[config.mk]
export PLATFORM = sky130hd
export DESIGN_NAME = decode_exec_slice
export DESIGN_NICKNAME = d
export VERILOG_FILES = /design/src/rtl/core_pkg.sv /design/src/rtl/decode_exec_slice_regfile.sv /design/src/rtl/decode_exec_slice.sv
export SDC_FILE = /design/constraint.sdc
export NUM_CORES = 2
export LEC_CHECK = 0
export CORE_ASPECT_RATIO = 0.8
export CORE_MARGIN = 3
export CORE_UTILIZATION = 40
export DETAILED_ROUTE_END_ITERATION = 8
export PLACE_DENSITY_LB_ADDON = 0.25
export SYNTH_ARGS = -nofsm -noshare
export SYNTH_HDL_FRONTEND = slang
export SYNTH_HIERARCHICAL = 1
export SYNTH_SLANG_ARGS = --single-unit
[constraint.sdc]
create_clock -name clk -period 5.48 [get_ports clk]
set_clock_uncertainty 0.05 [all_clocks]
set_input_delay 0.548 -clock clk [delete_from_list [all_inputs] [get_ports clk]]
set_output_delay 0.548 -clock clk [all_outputs]
set_load 0.02 [all_outputs]
[src/rtl/core_pkg.sv]
// Shared definitions for the MIPS decode/execute slice: opcode and funct
// constants, ALU operation enum, load/store size and branch encodings,
// hazard timing constants and the decoded-control bundle.
package core_pkg;

  localparam logic [5:0] OP_RTYPE = 6'b000000;
  localparam logic [5:0] OP_ADDI  = 6'b001000;
  localparam logic [5:0] OP_ANDI  = 6'b001100;
  localparam logic [5:0] OP_ORI   = 6'b001101;
  localparam logic [5:0] OP_LUI   = 6'b001111;
  localparam logic [5:0] OP_LW    = 6'b100011;
  localparam logic [5:0] OP_LH    = 6'b100001;
  localparam logic [5:0] OP_LB    = 6'b100000;
  localparam logic [5:0] OP_SW    = 6'b101011;
  localparam logic [5:0] OP_SH    = 6'b101001;
  localparam logic [5:0] OP_SB    = 6'b101000;
  localparam logic [5:0] OP_BEQ   = 6'b000100;
  localparam logic [5:0] OP_BNE   = 6'b000101;
  localparam logic [5:0] OP_J     = 6'b000010;
  localparam logic [5:0] OP_JAL   = 6'b000011;

  localparam logic [5:0] FN_ADD   = 6'b100000;
  localparam logic [5:0] FN_SUB   = 6'b100010;
  localparam logic [5:0] FN_AND   = 6'b100100;
  localparam logic [5:0] FN_OR    = 6'b100101;
  localparam logic [5:0] FN_SLT   = 6'b101010;
  localparam logic [5:0] FN_SLTU  = 6'b101011;
  localparam logic [5:0] FN_SLL   = 6'b000000;
  localparam logic [5:0] FN_JR    = 6'b001000;

  typedef enum logic [2:0] {
    ALU_ADD,
    ALU_SUB,
    ALU_AND,
    ALU_OR,
    ALU_SLT,
    ALU_SLTU,
    ALU_SLL,
    ALU_LUI
  } alu_op_e;

  localparam logic [1:0] LS_WORD = 2'd0;
  localparam logic [1:0] LS_HALF = 2'd1;
  localparam logic [1:0] LS_BYTE = 2'd2;

  localparam logic [1:0] BR_NONE = 2'd0;
  localparam logic [1:0] BR_BEQ  = 2'd1;
  localparam logic [1:0] BR_BNE  = 2'd2;

  localparam logic [3:0] TUSE_NONE = 4'd15;

  localparam logic [4:0] REG_RA = 5'd31;

  typedef enum logic [1:0] {
    DST_RT,
    DST_RD,
    DST_RA
  } dst_sel_e;

  typedef struct packed {
    logic       reg_write;
    logic       mem_write;
    logic       mem_to_reg;
    logic [1:0] branch;
    logic       jump;
    logic       jr;
    logic       link;
    logic [1:0] ls_op;
    logic [3:0] tuse_rs;
    logic [3:0] tuse_rt;
    logic [3:0] tnew;
    alu_op_e    alu_op;
    logic       b_imm;
    logic       imm_zext;
    dst_sel_e   dst;
  } ctrl_t;

  // Nop bundle: every control off, sources unused, nothing produced.
  function automatic ctrl_t ctrl_nop();
    ctrl_t c;
    c.reg_write  = 1'b0;
    c.mem_write  = 1'b0;
    c.mem_to_reg = 1'b0;
    c.branch     = BR_NONE;
    c.jump       = 1'b0;
    c.jr         = 1'b0;
    c.link       = 1'b0;
    c.ls_op      = LS_WORD;
    c.tuse_rs    = TUSE_NONE;
    c.tuse_rt    = TUSE_NONE;
    c.tnew       = 4'd0;
    c.alu_op     = ALU_ADD;
    c.b_imm      = 1'b0;
    c.imm_zext   = 1'b0;
    c.dst        = DST_RT;
    return c;
  endfunction

endpackage

[src/rtl/decode_exec_slice_regfile.sv]
// 32x32 general register file: two combinational read ports with same-cycle
// write bypass, one write port, asynchronous active-low clear.
// Optional macro GRF_DISPLAY_EN prints every accepted write.
module regfile_32x32 #(
  parameter logic [31:0] RESET_PC = 32'h0000_3000
) (
  input  logic        clk_i,
  input  logic        rst_ni,
  input  logic [4:0]  raddr1_i,
  input  logic [4:0]  raddr2_i,
  output logic [31:0] rdata1_o,
  output logic [31:0] rdata2_o,
  input  logic        we_i,
  input  logic [4:0]  waddr_i,
  input  logic [31:0] wdata_i,
  input  logic [31:0] pc_i
);

  logic [31:0] regs_q [32];
  logic        wr_en;

  assign wr_en = we_i && (waddr_i != 5'd0);

  // Register array: clear on reset, write on rising edge; $0 never written.
  always_ff @(posedge clk_i or negedge rst_ni) begin
    if (!rst_ni) begin
      for (int i = 0; i < 32; i++) regs_q[i] <= 32'd0;
    end else if (wr_en) begin
      regs_q[waddr_i] <= wdata_i;
    end
  end

  // Read ports: held at zero in reset, $0 reads zero, bypass pending write.
  always_comb begin
    rdata1_o = 32'd0;
    rdata2_o = 32'd0;
    if (rst_ni) begin
      if (raddr1_i != 5'd0) rdata1_o = (wr_en && waddr_i == raddr1_i) ? wdata_i : regs_q[raddr1_i];
      if (raddr2_i != 5'd0) rdata2_o = (wr_en && waddr_i == raddr2_i) ? wdata_i : regs_q[raddr2_i];
    end
  end

  // RESET_PC only labels display traces; sink it so it never looks dangling.
  logic unused_reset_pc;
  assign unused_reset_pc = ^RESET_PC;

`ifdef GRF_DISPLAY_EN
  // Trace every accepted write, including ones aimed at $0.
  always @(posedge clk_i) begin
    if (rst_ni && we_i) $display("@%h: $%0d <= %h", pc_i, waddr_i, wdata_i);
  end
`else
  logic unused_pc;
  assign unused_pc = ^pc_i;
`endif

endmodule

[src/rtl/decode_exec_slice.sv]
// Combinational decode/execute slice: control decode, GRF read/bypass,
// immediate extension, operand selection and ALU.
// Optional macro GRF_DISPLAY_EN enables write tracing in the register file.
module decode_exec_slice
  import core_pkg::*;
#(
  parameter logic [31:0] RESET_PC = 32'h0000_3000
) (
  input  logic        clk,
  input  logic        reset,
  input  logic [31:0] instr,
  input  logic [31:0] pc,
  input  logic        wb_we,
  input  logic [4:0]  wb_addr,
  input  logic [31:0] wb_data,
  input  logic [31:0] wb_pc,
  output logic [31:0] rd1,
  output logic [31:0] rd2,
  output logic [31:0] imm_ext,
  output logic [31:0] alu_result,
  output logic [4:0]  wa,
  output logic        reg_write,
  output logic        mem_write,
  output logic        mem_to_reg,
  output logic [1:0]  branch,
  output logic        jump,
  output logic        jr,
  output logic        link,
  output logic [1:0]  ls_op,
  output logic [3:0]  tuse_rs,
  output logic [3:0]  tuse_rt,
  output logic [3:0]  tnew
);

  logic [5:0]  op;
  logic [5:0]  funct;
  logic [4:0]  rs;
  logic [4:0]  rt;
  logic [4:0]  rd;
  logic [4:0]  shamt;
  logic [15:0] imm;
  ctrl_t       ctrl;
  logic [31:0] alu_a;
  logic [31:0] alu_b;

  assign op    = instr[31:26];
  assign rs    = instr[25:21];
  assign rt    = instr[20:16];
  assign rd    = instr[15:11];
  assign shamt = instr[10:6];
  assign funct = instr[5:0];
  assign imm   = instr[15:0];

  regfile_32x32 #(.RESET_PC(RESET_PC)) u_grf (
    .clk_i    (clk),
    .rst_ni   (reset),
    .raddr1_i (rs),
    .raddr2_i (rt),
    .rdata1_o (rd1),
    .rdata2_o (rd2),
    .we_i     (wb_we),
    .waddr_i  (wb_addr),
    .wdata_i  (wb_data),
    .pc_i     (wb_pc)
  );

  // Control decode; anything unrecognised falls through as a nop.
  always_comb begin
    ctrl = ctrl_nop();
    unique case (op)
      OP_RTYPE: begin
        if (funct inside {FN_ADD, FN_SUB, FN_AND, FN_OR, FN_SLT, FN_SLTU}) begin
          ctrl.reg_write = 1'b1;
          ctrl.dst       = DST_RD;
          ctrl.tuse_rs   = 4'd1;
          ctrl.tuse_rt   = 4'd1;
          ctrl.tnew      = 4'd2;
          unique case (funct)
            FN_SUB:  ctrl.alu_op = ALU_SUB;
            FN_AND:  ctrl.alu_op = ALU_AND;
            FN_OR:   ctrl.alu_op = ALU_OR;
            FN_SLT:  ctrl.alu_op = ALU_SLT;
            FN_SLTU: ctrl.alu_op = ALU_SLTU;
            default: ctrl.alu_op = ALU_ADD;
          endcase
        end else if (funct == FN_SLL) begin
          ctrl.reg_write = 1'b1;
          ctrl.dst       = DST_RD;
          ctrl.tuse_rt   = 4'd1;
          ctrl.tnew      = 4'd2;
          ctrl.alu_op    = ALU_SLL;
        end else if (funct == FN_JR) begin
          ctrl.jr      = 1'b1;
          ctrl.tuse_rs = 4'd0;
        end
      end
      OP_ADDI, OP_ANDI, OP_ORI: begin
        ctrl.reg_write = 1'b1;
        ctrl.b_imm     = 1'b1;
        ctrl.tuse_rs   = 4'd1;
        ctrl.tnew      = 4'd2;
        ctrl.imm_zext  = (op != OP_ADDI);
        ctrl.alu_op    = (op == OP_ANDI) ? ALU_AND : (op == OP_ORI) ? ALU_OR : ALU_ADD;
      end
      OP_LUI: begin
        ctrl.reg_write = 1'b1;
        ctrl.b_imm     = 1'b1;
        ctrl.imm_zext  = 1'b1;
        ctrl.tnew      = 4'd2;
        ctrl.alu_op    = ALU_LUI;
      end
      OP_LW, OP_LH, OP_LB: begin
        ctrl.reg_write  = 1'b1;
        ctrl.mem_to_reg = 1'b1;
        ctrl.b_imm      = 1'b1;
        ctrl.tuse_rs    = 4'd1;
        ctrl.tnew       = 4'd3;
        ctrl.ls_op      = (op == OP_LH) ? LS_HALF : (op == OP_LB) ? LS_BYTE : LS_WORD;
      end
      OP_SW, OP_SH, OP_SB: begin
        ctrl.mem_write = 1'b1;
        ctrl.b_imm     = 1'b1;
        ctrl.tuse_rs   = 4'd1;
        ctrl.tuse_rt   = 4'd2;
        ctrl.ls_op     = (op == OP_SH) ? LS_HALF : (op == OP_SB) ? LS_BYTE : LS_WORD;
      end
      OP_BEQ, OP_BNE: begin
        ctrl.branch  = (op == OP_BEQ) ? BR_BEQ : BR_BNE;
        ctrl.tuse_rs = 4'd0;
        ctrl.tuse_rt = 4'd0;
      end
      OP_J: begin
        ctrl.jump = 1'b1;
      end
      OP_JAL: begin
        ctrl.jump      = 1'b1;
        ctrl.link      = 1'b1;
        ctrl.reg_write = 1'b1;
        ctrl.dst       = DST_RA;
        ctrl.tnew      = 4'd2;
      end
      default: ctrl = ctrl_nop();
    endcase
  end

  // Destination select and control outputs; writes to $0 are suppressed.
  always_comb begin
    unique case (ctrl.dst)
      DST_RD:  wa = rd;
      DST_RA:  wa = REG_RA;
      default: wa = rt;
    endcase
    reg_write  = ctrl.reg_write && (wa != 5'd0);
    mem_write  = ctrl.mem_write;
    mem_to_reg = ctrl.mem_to_reg;
    branch     = ctrl.branch;
    jump       = ctrl.jump;
    jr         = ctrl.jr;
    link       = ctrl.link;
    ls_op      = ctrl.ls_op;
    tuse_rs    = ctrl.tuse_rs;
    tuse_rt    = ctrl.tuse_rt;
    tnew       = ctrl.tnew;
  end

  // Immediate extension and operand selection; jal computes pc + 8.
  always_comb begin
    imm_ext = ctrl.imm_zext ? {16'd0, imm} : {{16{imm[15]}}, imm};
    alu_a   = ctrl.link ? pc : rd1;
    if (ctrl.link)       alu_b = 32'd8;
    else if (ctrl.b_imm) alu_b = imm_ext;
    else                 alu_b = rd2;
  end

  // ALU: 32-bit wrap-around arithmetic, no overflow trap.
  always_comb begin
    unique case (ctrl.alu_op)
      ALU_SUB:  alu_result = alu_a - alu_b;
      ALU_AND:  alu_result = alu_a & alu_b;
      ALU_OR:   alu_result = alu_a | alu_b;
      ALU_SLT:  alu_result = {31'd0, $signed(alu_a) < $signed(alu_b)};
      ALU_SLTU: alu_result = {31'd0, alu_a < alu_b};
      ALU_SLL:  alu_result = alu_b << shamt;
      ALU_LUI:  alu_result = alu_b << 16;
      default:  alu_result = alu_a + alu_b;
    endcase
  end

endmodule

==> metrics <==
vias after detailed routing=51700; Peak VDD IR=0.244 mV; setup_tns=-11210 ps; I/O Buffers=256; Synth cell types=89; Final Max Tran Viols=0; Netlist Area Pre-Place=63900 um2; failing checks=negative setup slack; Seq pwr share=0.376; DR WL/cell=32.2 um; drt initial violations=5294; Reg2Reg Depth=2; Total Nets Final=6327; async set-reset flop share out of synthesis=1.00; Post-Syn Instances=5076; max reg flops=1024; WHS=29.6 ps; Clock Latency Late Sink=730 ps; Max-cap violations=0; RR Endpoint=u_grf/regs_q[208]; Die Y=363 um; leakage=36.5 nW; Final setup violation count=28; vias per cell=6.24; Initial Utilization=0.405; Fmax=164 MHz; Synth Warn #=6; H-tree lvl count=3; initial antenna violation count=9; worst r2r src=u_grf/regs_q[208]; Buf/Inv on CP=8; CP endpoint kind=primary output; crit path kind=register to primary output; Worst setup SP type=register; status=finished with violations; vias in the first global route=51700; Initial DRT Pass Iterations=6; period utilization=1.12; # DRC=0; area leader, netlist=dfrtp_1; HPWL after DPL=190 mm; Layout area overhead=30.3%; Tightest Hold Check Type=input pin to asynchronous set/reset pin; gpl congestion=1.04; clock root buffer=clkbuf_16; Rows=130; RSZ-0062 raised after global routing=yes; Gate power share=0.333; ys flop type=dfrtp_1; commonest non-fill, non-tap cell in the layout=buf_4; Slew Limit Headroom=0.261; register bit total from synthesis=1024; top cells by area, synth=dfrtp_1 (40%), mux2_2 (19%), mux4_2 (17%); Post-synth EDFFs=0; largest registers=u_grf/regs_q: 1024 flops; overall routing resource usage=0.318; CP most frequent cell=buf_6; Biggest register=u_grf/regs_q; die width=453 um; Pwr per Cell Area=321 nW/um2; slowest CP cell=mux4_2; commonest cells after routing, fill and taps aside=buf_4 (1081), mux2_2 (1067), dfrtp_1 (1024), mux4_2 (494), nand2_1 (223); Worst-path clk slew=60 ps; IO Pins=291; slowest stage delay, CP=480 ps; Worst Path Required=4880 ps; CP top delay family=compound AO/OA/AOI/OAI gates; Tmin final=6110 ps; Clk network pwr share=0.291; core area=158000 um2; worst setup margin=-630 ps; Worst Path Arrival=5510 ps; area share of the largest cell type after synthesis=0.401; number of buffers created by CTS=105; die area=165000 um2; Synth Area per Inst=12.6 um2; Internal Pwr Total=18.4 mW; first-pass GRT wire length=380 mm; Sw Pwr=8.29 mW; layout cells sized above 1=0.551; largest net degree at the start of global routing=175; r2r setup slk=4510 ps; net switching fraction of the power=0.311; final hold violations=0; sequential cell area fraction in the yosys report=0.401; CTS sink count=1024; Overflow after GRT=0; worst-path maximum fanout=5; post-route ant nets=0; aggregate routed wire length=267 mm; clk buf depth=3; CTS tree=built; Least-Margin Pin Slew=1110 ps
## per-stage QoR
step / std cells / worst slack [ps] / cell area (um2) / total power [mW] / util
final: 8295 / -630 / 83300 / 26.7 / 0.528
after global placement: 7999 / -1800 / 76400 / 18.0 / 0.484
after CTS: 8260 / -729 / 82200 / 26.4 / 0.521
after detailed placement: 7999 / -1840 / 76400 / 18.2 / 0.484
after global routing: 8291 / -820 / 83300 / 27.7 / 0.528
after floorplan: 5077 / -44.5 / 64200 / 14.5 / -
## cell type report
| cell class | instances | area [um2] |
|---|---|---|
| Antenna cell | 5 | 12.5 |
| Clock buffer | 151 | 3060 |
| Clock inverter | 43 | 643 |
| Fill cell | 13500 | 74500 |
| Inverter | 107 | 402 |
| Multi-Input combinational cell | 3381 | 37600 |
| Sequential cell | 1024 | 25600 |
| Tap cell | 2112 | 2640 |
| Timing Repair Buffer | 1472 | 13300 |
## cell usage after synthesis (62+ instances only)
cell / count
nor2_1: 164
mux2_2: 1071
dfrtp_1: 1024
a211oi_1: 150
nor2b_1: 90
mux2i_1: 101
buf_1: 74
inv_1: 105
o21ai_0: 102
a22oi_1: 88
nand2_1: 275
a221o_1: 62
ha_1: 98
mux4_2: 494
a21oi_1: 158
buf_2: 145
clkbuf_1: 285
## power by group through the flow
| stage | combinational, mW | sequential, mW | clock [mW] |
|---|---|---|---|
| final | 8.89 | 10.0 | 7.77 |
| after floorplan | 4.75 | 9.76 | 0 |
| after CTS | 8.54 | 9.96 | 7.89 |
| after global routing | 9.37 | 10.2 | 8.18 |
| after global placement | 8.00 | 10.0 | 0 |
| after detailed placement | 8.08 | 10.1 | 0 |
## routing by layer
metal | track usage | part of all wire
met1 | 0.439 | 0.42
met4 | 0.136 | 0.052
met3 | 0.0764 | 0.088
met5 | 0 | 0.00021
met2 | 0.478 | 0.44
## worst reg2reg max path: cells and delay by family, from the launching register on
| family | cells | cell delay, ps |
|---|---|---|
| buffers and inverters | 1 | 140 |
| DFF | 1 | 400 |
| muxes | 1 | 260 |
## worst max path at each step
stage          slack, ps  depth (start not counted)             end               from
3_5_place_dp       -1840                         24  alu_result[28]         wb_addr[2]
6_report            -630                         25  alu_result[30]  u_grf/regs_q[512]
2_1_floorplan        -40                         20  alu_result[30]          instr[21]
5_1_grt             -820                         25  alu_result[30]  u_grf/regs_q[640]
4_1_cts             -730                         21  alu_result[31]  u_grf/regs_q[640]
3_3_place_gp       -1800                         25  alu_result[28]         wb_addr[4]
## timing repair
item,4_1_cts,5_1_grt
gates resized for setup,472,181
cloned,6,1
pin swaps,130,111
buffers inserted,71,40
endpoints found under the setup margin,32,31
hold buffers,1,0
hold endpoints to repair,91,0
## logic make-up (layout without fill, tap and decap cells)
logic type,Yosys count,in the layout,synth area share
mux,1666,1666,0.379
xor+xnor,43,43,0.00590
flops,1024,1024,0.401
fa+ha+maj,100,100,0.0198
simple gates,737,737,0.0551
compound gates,833,833,0.0923
buf+inv,672,1773,0.0469
other cells,1,7,0.0000587
Note: power is estimated with default switching activity, not from simulation.
